**src/rtl/rx_frame_ctrl_if.sv**
```systemverilog
// Control/status bundle between the 802.11a receive datapath and rx_frame_ctrl.
// The service port exists only when RX_SERVICE_CAPTURE_EN is defined.
interface rx_frame_ctrl_if #(
  parameter int LEN_W = 12,
  parameter int PAD_W = 8
);
  logic             start;
  logic             abort;
  logic [3:0]       rate;
  logic [LEN_W-1:0] length;
  logic             in_valid;
  logic             in_ready;
  logic             sym_start;
  logic [8:0]       n_cbps;
  logic [PAD_W-1:0] num_pads;
  logic             dec_valid;
  logic             dec_bit;
  logic             out_bit;
  logic             out_valid;
  logic             busy;
  logic             done;
  logic             rate_err;
`ifdef RX_SERVICE_CAPTURE_EN
  logic [15:0]      service;

  modport master (
    output start, abort, rate, length, in_valid, dec_valid, dec_bit,
    input  in_ready, sym_start, n_cbps, num_pads, out_bit, out_valid,
    input  busy, done, rate_err, service
  );

  modport slave (
    input  start, abort, rate, length, in_valid, dec_valid, dec_bit,
    output in_ready, sym_start, n_cbps, num_pads, out_bit, out_valid,
    output busy, done, rate_err, service
  );
`else
  modport master (
    output start, abort, rate, length, in_valid, dec_valid, dec_bit,
    input  in_ready, sym_start, n_cbps, num_pads, out_bit, out_valid,
    input  busy, done, rate_err
  );

  modport slave (
    input  start, abort, rate, length, in_valid, dec_valid, dec_bit,
    output in_ready, sym_start, n_cbps, num_pads, out_bit, out_valid,
    output busy, done, rate_err
  );
`endif
endinterface

```
**src/rtl/rx_frame_ctrl.sv**
```systemverilog
// 802.11a DATA-field sequencer: symbol/pad arithmetic, coded-symbol framing and PSDU gating.
// Optional SERVICE-field capture is built when RX_SERVICE_CAPTURE_EN is defined.
module rx_frame_ctrl #(
  parameter int LEN_W = 12,
  parameter int PAD_W = 8,
  parameter int CNT_W = 16
) (
  input  logic          i_clk,
  input  logic          i_reset,
  rx_frame_ctrl_if.slave bus
);

  typedef enum logic [1:0] {
    ST_IDLE = 2'd0,
    ST_CALC = 2'd1,
    ST_RUN  = 2'd2,
    ST_DONE = 2'd3
  } state_t;

  // {supported, N_CBPS, N_DBPS}
  function automatic logic [17:0] rate_lookup(input logic [3:0] rate);
    case (rate)
      4'b1101: rate_lookup = {1'b1, 9'd48,  8'd24};
      4'b1111: rate_lookup = {1'b1, 9'd48,  8'd36};
      4'b0101: rate_lookup = {1'b1, 9'd96,  8'd48};
      4'b0111: rate_lookup = {1'b1, 9'd96,  8'd72};
      4'b1001: rate_lookup = {1'b1, 9'd192, 8'd96};
      4'b1011: rate_lookup = {1'b1, 9'd192, 8'd144};
      4'b0001: rate_lookup = {1'b1, 9'd288, 8'd192};
      4'b0011: rate_lookup = {1'b1, 9'd288, 8'd216};
      default: rate_lookup = {1'b0, 9'd0,   8'd0};
    endcase
  endfunction

  state_t           r_state;
  state_t           w_next;
  logic [8:0]       r_n_cbps;
  logic [7:0]       r_n_dbps;
  logic [CNT_W-1:0] r_ndata;
  logic [CNT_W-1:0] r_psdu_end;
  logic [CNT_W-1:0] r_acc;
  logic [CNT_W-1:0] r_nsym;
  logic [8:0]       r_coded_cnt;
  logic [CNT_W-1:0] r_coded_sym;
  logic [CNT_W-1:0] r_dec_cnt;
  logic [PAD_W-1:0] r_num_pads;
  logic             r_out_bit;
  logic             r_out_valid;
  logic             r_done;
  logic             r_rate_err;

  logic [17:0]      w_lut;
  logic [LEN_W+2:0] w_len_x8;
  logic             w_rate_ok;
  logic             w_calc_done;
  logic             w_in_ready;
  logic             w_accept;
  logic             w_dec_fire;
  logic [CNT_W-1:0] w_dec_next;
  logic             w_in_psdu;

  assign w_lut       = rate_lookup(bus.rate);
  assign w_len_x8    = {bus.length, 3'b000};
  assign w_rate_ok   = w_lut[17] && (bus.length != {LEN_W{1'b0}});
  // At the end of CALC, r_acc holds N_SYM*N_DBPS, the total decoded bit count.
  assign w_calc_done = (r_acc >= r_ndata);
  assign w_in_ready  = (r_state == ST_RUN) && (r_coded_sym < r_nsym);
  assign w_accept    = bus.in_valid && w_in_ready;
  assign w_dec_fire  = (r_state == ST_RUN) && bus.dec_valid;
  assign w_dec_next  = r_dec_cnt + CNT_W'(1);
  assign w_in_psdu   = (r_dec_cnt >= CNT_W'(16)) && (r_dec_cnt < r_psdu_end);

  assign bus.in_ready  = w_in_ready;
  assign bus.sym_start = w_accept && (r_coded_cnt == 9'd0);
  assign bus.n_cbps    = r_n_cbps;
  assign bus.num_pads  = r_num_pads;
  assign bus.out_bit   = r_out_bit;
  assign bus.out_valid = r_out_valid;
  assign bus.busy      = (r_state != ST_IDLE);
  assign bus.done      = r_done;
  assign bus.rate_err  = r_rate_err;

  always_ff @(posedge i_clk) begin
    if (i_reset) begin
      r_state <= ST_IDLE;
    end else begin
      r_state <= w_next;
    end
  end

  always_comb begin
    w_next = r_state;
    if (bus.abort) begin
      w_next = ST_IDLE;
    end else begin
      case (r_state)
        ST_IDLE: begin
          if (bus.start && w_rate_ok) begin
            w_next = ST_CALC;
          end else begin
            w_next = ST_IDLE;
          end
        end
        ST_CALC: begin
          if (w_calc_done) begin
            w_next = ST_RUN;
          end else begin
            w_next = ST_CALC;
          end
        end
        ST_RUN: begin
          if (w_dec_fire && (w_dec_next == r_acc)) begin
            w_next = ST_DONE;
          end else begin
            w_next = ST_RUN;
          end
        end
        ST_DONE: w_next = ST_IDLE;
        default: w_next = ST_IDLE;
      endcase
    end
  end

  always_ff @(posedge i_clk) begin
    if (i_reset) begin
      r_n_cbps    <= 9'd0;
      r_n_dbps    <= 8'd0;
      r_ndata     <= {CNT_W{1'b0}};
      r_psdu_end  <= {CNT_W{1'b0}};
      r_acc       <= {CNT_W{1'b0}};
      r_nsym      <= {CNT_W{1'b0}};
      r_coded_cnt <= 9'd0;
      r_coded_sym <= {CNT_W{1'b0}};
      r_dec_cnt   <= {CNT_W{1'b0}};
      r_num_pads  <= {PAD_W{1'b0}};
      r_out_bit   <= 1'b0;
      r_out_valid <= 1'b0;
      r_done      <= 1'b0;
      r_rate_err  <= 1'b0;
    end else begin
      r_out_bit   <= 1'b0;
      r_out_valid <= 1'b0;
      r_done      <= 1'b0;
      r_rate_err  <= 1'b0;
      if (bus.abort) begin
        r_acc       <= {CNT_W{1'b0}};
        r_nsym      <= {CNT_W{1'b0}};
        r_coded_cnt <= 9'd0;
        r_coded_sym <= {CNT_W{1'b0}};
        r_dec_cnt   <= {CNT_W{1'b0}};
      end else begin
        case (r_state)
          ST_IDLE: begin
            if (bus.start && w_rate_ok) begin
              r_n_cbps    <= w_lut[16:8];
              r_n_dbps    <= w_lut[7:0];
              r_ndata     <= CNT_W'(22) + CNT_W'(w_len_x8);
              r_psdu_end  <= CNT_W'(16) + CNT_W'(w_len_x8);
              r_acc       <= {CNT_W{1'b0}};
              r_nsym      <= {CNT_W{1'b0}};
              r_coded_cnt <= 9'd0;
              r_coded_sym <= {CNT_W{1'b0}};
              r_dec_cnt   <= {CNT_W{1'b0}};
            end else if (bus.start) begin
              r_rate_err <= 1'b1;
            end else begin
              r_rate_err <= 1'b0;
            end
          end
          ST_CALC: begin
            if (!w_calc_done) begin
              r_acc  <= r_acc + CNT_W'(r_n_dbps);
              r_nsym <= r_nsym + CNT_W'(1);
            end else begin
              r_num_pads <= PAD_W'(r_acc - r_ndata);
            end
          end
          ST_RUN: begin
            if (w_accept) begin
              if (r_coded_cnt == r_n_cbps - 9'd1) begin
                r_coded_cnt <= 9'd0;
                r_coded_sym <= r_coded_sym + CNT_W'(1);
              end else begin
                r_coded_cnt <= r_coded_cnt + 9'd1;
              end
            end
            if (w_dec_fire) begin
              r_dec_cnt <= w_dec_next;
              if (w_in_psdu) begin
                r_out_valid <= 1'b1;
                r_out_bit   <= bus.dec_bit;
              end
              if (w_dec_next == r_acc) begin
                r_done <= 1'b1;
              end
            end
          end
          ST_DONE: r_done <= 1'b0;
          default: r_done <= 1'b0;
        endcase
      end
    end
  end

`ifdef RX_SERVICE_CAPTURE_EN
  logic [15:0] r_service;

  assign bus.service = r_service;

  // Decoded bits 0..15 are the SERVICE field; bit d lands in service[d].
  always_ff @(posedge i_clk) begin
    if (i_reset || bus.abort) begin
      r_service <= 16'd0;
    end else if ((r_state == ST_IDLE) && bus.start && w_rate_ok) begin
      r_service <= 16'd0;
    end else if (w_dec_fire && (r_dec_cnt < CNT_W'(16))) begin
      r_service[r_dec_cnt[3:0]] <= bus.dec_bit;
    end else begin
      r_service <= r_service;
    end
  end
`endif

endmodule

```
**src/flat_wrapper.sv**
```systemverilog
// flat-port wrapper written by rule: the top's interface ports become plain ports
module rx_frame_ctrl_flat 
#(
  parameter int LEN_W = 12,
  parameter int PAD_W = 8,
  parameter int CNT_W = 16
)
  (i_clk, i_reset, bus_start, bus_abort, bus_rate, bus_length, bus_in_valid, bus_dec_valid, bus_dec_bit, bus_in_ready, bus_sym_start, bus_n_cbps, bus_num_pads, bus_out_bit, bus_out_valid, bus_busy, bus_done, bus_rate_err);
  rx_frame_ctrl_if #(.LEN_W(LEN_W), .PAD_W(PAD_W)) bus_i ();
  input  logic i_clk;
  input  logic i_reset;
  input wire logic [$bits(bus_i.start)-1:0] bus_start;
  input wire logic [$bits(bus_i.abort)-1:0] bus_abort;
  input wire logic [$bits(bus_i.rate)-1:0] bus_rate;
  input wire logic [$bits(bus_i.length)-1:0] bus_length;
  input wire logic [$bits(bus_i.in_valid)-1:0] bus_in_valid;
  input wire logic [$bits(bus_i.dec_valid)-1:0] bus_dec_valid;
  input wire logic [$bits(bus_i.dec_bit)-1:0] bus_dec_bit;
  output wire logic [$bits(bus_i.in_ready)-1:0] bus_in_ready;
  output wire logic [$bits(bus_i.sym_start)-1:0] bus_sym_start;
  output wire logic [$bits(bus_i.n_cbps)-1:0] bus_n_cbps;
  output wire logic [$bits(bus_i.num_pads)-1:0] bus_num_pads;
  output wire logic [$bits(bus_i.out_bit)-1:0] bus_out_bit;
  output wire logic [$bits(bus_i.out_valid)-1:0] bus_out_valid;
  output wire logic [$bits(bus_i.busy)-1:0] bus_busy;
  output wire logic [$bits(bus_i.done)-1:0] bus_done;
  output wire logic [$bits(bus_i.rate_err)-1:0] bus_rate_err;
  assign bus_i.start = bus_start;
  assign bus_i.abort = bus_abort;
  assign bus_i.rate = bus_rate;
  assign bus_i.length = bus_length;
  assign bus_i.in_valid = bus_in_valid;
  assign bus_i.dec_valid = bus_dec_valid;
  assign bus_i.dec_bit = bus_dec_bit;
  assign bus_in_ready = bus_i.in_ready;
  assign bus_sym_start = bus_i.sym_start;
  assign bus_n_cbps = bus_i.n_cbps;
  assign bus_num_pads = bus_i.num_pads;
  assign bus_out_bit = bus_i.out_bit;
  assign bus_out_valid = bus_i.out_valid;
  assign bus_busy = bus_i.busy;
  assign bus_done = bus_i.done;
  assign bus_rate_err = bus_i.rate_err;
  rx_frame_ctrl #(.LEN_W(LEN_W), .PAD_W(PAD_W), .CNT_W(CNT_W)) u_core (.i_clk(i_clk), .i_reset(i_reset), .bus(bus_i));
endmodule
```
**config.mk**
```make
export PLATFORM = sky130hd
export DESIGN_NAME = rx_frame_ctrl_flat
export DESIGN_NICKNAME = d
export VERILOG_FILES = /design/src/rtl/rx_frame_ctrl_if.sv /design/src/rtl/rx_frame_ctrl.sv /design/src/flat_wrapper.sv
export SDC_FILE = /design/constraint.sdc
export NUM_CORES = 1
export LEC_CHECK = 0
export CAP_MARGIN = 20
export CORE_MARGIN = 2
export CORE_UTILIZATION = 40
export DETAILED_ROUTE_END_ITERATION = 6
export GPL_TIMING_DRIVEN = 0
export SLEW_MARGIN = 25
export SYNTH_ARGS = -nofsm -noshare
export SYNTH_HDL_FRONTEND = slang
export SYNTH_SLANG_ARGS = --single-unit
```
**constraint.sdc**
```tcl
create_clock -name i_clk -period 3.5 [get_ports i_clk]
set_input_delay 0.7 -clock i_clk [delete_from_list [all_inputs] [get_ports i_clk]]
set_output_delay 0.7 -clock i_clk [all_outputs]
set_load 0.005 [all_outputs]
```
==> results of run 1 <==
## cells in the final DEF, fill, tap and decap left out, types with 6 or more instances in the layout
cell type,instances
and3_1,13
nand3_1,49
or4_1,8
ha_1,56
nor2_1,97
nor4_1,17
and2_1,7
buf_4,6
xor2_1,21
dfxtp_1,108
a21o_1,13
clkbuf_1,27
nand4_1,13
a31oi_1,10
a211oi_1,16
xnor2_1,41
clkbuf_16,9
or3_1,7
nand2b_1,9
inv_1,45
buf_2,8
o21ai_0,39
nand2_1,78
clkdlybuf4s50_1,36
a21oi_1,75
nor3_1,21
nand3b_1,8
mux2i_1,9
## timing repair
item	in CTS	in global routing
pin swaps	1	1
setup buffers	1	0
hold buffers	0	0
gates cloned	0	0
resized for setup	0	2
endpoints found under the setup margin	1	2
## per-stage QoR
| step | power [W] | instance area, µm² |
|---|---|---|
| 6_report | 0.00264 | 8010 |
| 5_1_grt | 0.00273 | 8010 |
| 4_1_cts | 0.00266 | 8010 |
| 3_5_place_dp | 0.00157 | 7680 |
| 3_3_place_gp | 0.00156 | 7680 |
| 2_1_floorplan | 0.00147 | 7040 |
## kinds of logic after synthesis
| family | count (synthesis) | share of synthesized area, % |
|---|---|---|
| XOR/XNOR | 62 | 7.73 |
| AND/OR/NAND/NOR | 359 | 25.8 |
| flip-flops | 109 | 31.1 |
| AO/OA/AOI/OAI | 199 | 17.9 |
| other | 1 | 0.0534 |
| buffers and inverters | 90 | 5.43 |
| adder cells (fa/ha/maj) | 58 | 10.5 |
| multiplexers | 10 | 1.44 |
## metal layers
layer	part of all wire [%]	vias up	track usage, %
li1	-	3261	-
met2	44	113	31.3
met1	50	2953	29.1
met5	0	-	0
met3	4.2	15	3.15
met4	1.4	0	5.38
## power by group
| group | switching, W | total, W | internal [W] |
|---|---|---|---|
| Clock | 0.000484 | 0.00110 | 0.000617 |
| Sequential | 0.00000780 | 0.00126 | 0.00125 |
| Combinational | 0.000171 | 0.000276 | 0.000105 |
| Total | 0.000663 | 0.00264 | 0.00197 |
## area by class of cell
| class | instances | area, µm² | area share (%) |
|---|---|---|---|
| inverters | 45 | 169 | 2.11 |
| well taps | 225 | 282 | 3.51 |
| plain buffers | 45 | 213 | 2.65 |
| clock inverters | 4 | 55.1 | 0.687 |
| flip-flops and latches | 109 | 2180 | 27.2 |
| clock buffers | 12 | 267 | 3.33 |
| multi-input cells | 693 | 4480 | 55.9 |
| repair buffers | 37 | 368 | 4.59 |
## flip-flops by register name (all words and copies together), names as in the netlist, 2 cells and up
register and flops:
u_core.r_ndata 2, u_core.bus.n_cbps 5, u_core.r_coded_cnt 9, u_core.bus.num_pads 7
u_core.r_psdu_end 12, u_core.r_state 2, u_core.r_nsym 16, u_core.r_n_dbps 6
u_core.r_dec_cnt 16, u_core.r_acc 14, u_core.r_coded_sym 16
## worst min-delay path: stages (launching register included)
cell,delay [ps]
dfxtp_1,310
nand2_1,50
a21oi_1,60
## how the worst max path moves through the flow
stage	startpoint	to	cells after the start
floorplan	bus_length[0]	u_core.r_acc[14]	9
global placement	bus_length[4]	u_core.r_coded_sym[4]	9
detailed placement	bus_length[4]	u_core.r_nsym[1]	9
CTS	u_core.r_nsym[2]	bus_sym_start	8
global route	u_core.r_acc[2]	u_core.bus.num_pads[5]	10
finish	u_core.r_nsym[11]	bus_sym_start	8
==> flow_metrics.tcl, run 1 <==
set metrics [dict create \
    ys_seq_elements 109 \
    cts_tree "done" \
    r2r-end "u_core.bus.num_pads[1]" \
    pin_count 47 \
    critPathArrivalTime_ps 2600 \
    hpwlAfterDp_um 13900 \
    cts_sinks 109 \
    dieArea_mm2 0.0186 \
    max-clock-path-buffers 2 \
    endpoint_kind "output pin" \
    cts-root-buf "clkbuf_16" \
    finalHoldViolations 0 \
    async_reset_ff_share_pct 0 \
    drt-total-wl_um 18200 \
    whs_path_depth 2 \
    n_fill_cell 1765 \
    drc_errors 0 \
    cts_htree_levels 3 \
    via_per_inst 5.42 \
    ys.flop_type "dfxtp_1" \
    whs_endpoint "u_core.r_psdu_end[5]" \
    finalNonFillerCells 1170 \
    finalSetupTns_ps 0 \
    slew_violations 0 \
    p_leak_nw 2.96 \
    synth_area_per_cell_um2 7.91 \
    initialDrtViolationCount 309 \
    yosys-top-cells-count "dfxtp_1 (109), nor2_1 (97), nand2_1 (78)" \
    synth_edf_count 0 \
    worstPathRequired_ps 2800 \
    finalClockSkew_ps 7.91 \
    ys_types 69 \
    vias 6342 \
    rows 48 \
    wl_per_cell_um 15.6 \
    critPathKind "reg2out" \
    port_buffers 36 \
    placed_cells 1153 \
    diodes 0 \
    synthCells 888 \
    place_congestion 0.833 \
    crit_buf_inv 2 \
    ant_nets 0 \
    cts_buffers 9 \
    fin_crit_sh_pct 94.3 \
    setup_violations 0 \
    grt_pass1_wl_um 29500 \
    start_util_pct 40.7 \
    synth_warnings 0 \
    cap_violations 0 \
    worst_pin_slew_ps 918 \
    seq_area_frac_synth_pct 31.1 \
    synth_top_area_cell "dfxtp_1" \
    antenna_found_initial 0 \
    ir_drop_mv 0.268 \
    ff2ff_setup_slack_ps 290 \
    p_per_area_mw_per_mm2 329 \
    die_x_um 136 \
    hold_start "u_core.r_psdu_end[5]" \
    worstRegToRegCells 10 \
    grt_pass1_vias 5630 \
    cp_top_family "buffers and inverters" \
    synth.most_common_cell "dfxtp_1" \
    synth.cell_area_mm2 0.00702 \
    grt_max_degree 18 \
    grt.total_usage_pct 20.2 \
    grt.overflow.total 0 \
    utilization_pct 46.5 \
    cp-start-kind "flop" \
    insertion_delay_ps 360 \
    min_path_type "reg2reg" \
    hold_ws_ps 461 \
    fin_crit_ps 3300 \
    max_slew_margin_pct 38.2 \
    cp_cell_sequence "inv_1, ha_1, a21oi_1, nor2_1, nor4_1, o211ai_1, nor2_1, clkdlybuf4s50_1" \
    drive_gt1_share_pct 5.71 \
    die_h_um 136 \
    critPathMaxStageDelay_ps 510 \
    crit_top_cell "nor2_1" \
    areaGrowthSynthToFinish_pct 14.1 \
    yosys-top-cells-area "dfxtp_1 (31%), ha_1 (10%), a21oi_1 (5.4%), nor2_1 (5.2%), xnor2_1 (5.1%)" \
    r2r-start "u_core.r_acc[2]" \
    max_freq_mhz 303 \
    synth.top_cell.area_share_pct 31.1 \
    grt_setup_unrepaired "false" \
    core-area_mm2 0.0172 \
    finalWorstSetupSlack_ps 199 \
    outcome "completed" \
    critPathSlowestCell "clkdlybuf4s50_1" \
    fin_nets 1021 \
    drt-pass1-iter-count 5 \
    cp_max_fo 4 \
    path_clk_slew_ps 70 \
    place_ws_ps -132 \
]
(Power assumes the default switching activity.)
==> run 2: changes to the inputs <==
--- a/config.mk
+++ b/config.mk
@@ -10,6 +10,7 @@
 export CORE_UTILIZATION = 40
 export DETAILED_ROUTE_END_ITERATION = 6
 export GPL_TIMING_DRIVEN = 0
+export HOLD_SLACK_MARGIN = 0.05
 export SLEW_MARGIN = 25
 export SYNTH_ARGS = -nofsm -noshare
 export SYNTH_HDL_FRONTEND = slang
==> results of run 2 <==
Same layout as run 1: the final DEF is identical, and so are final timing and power.
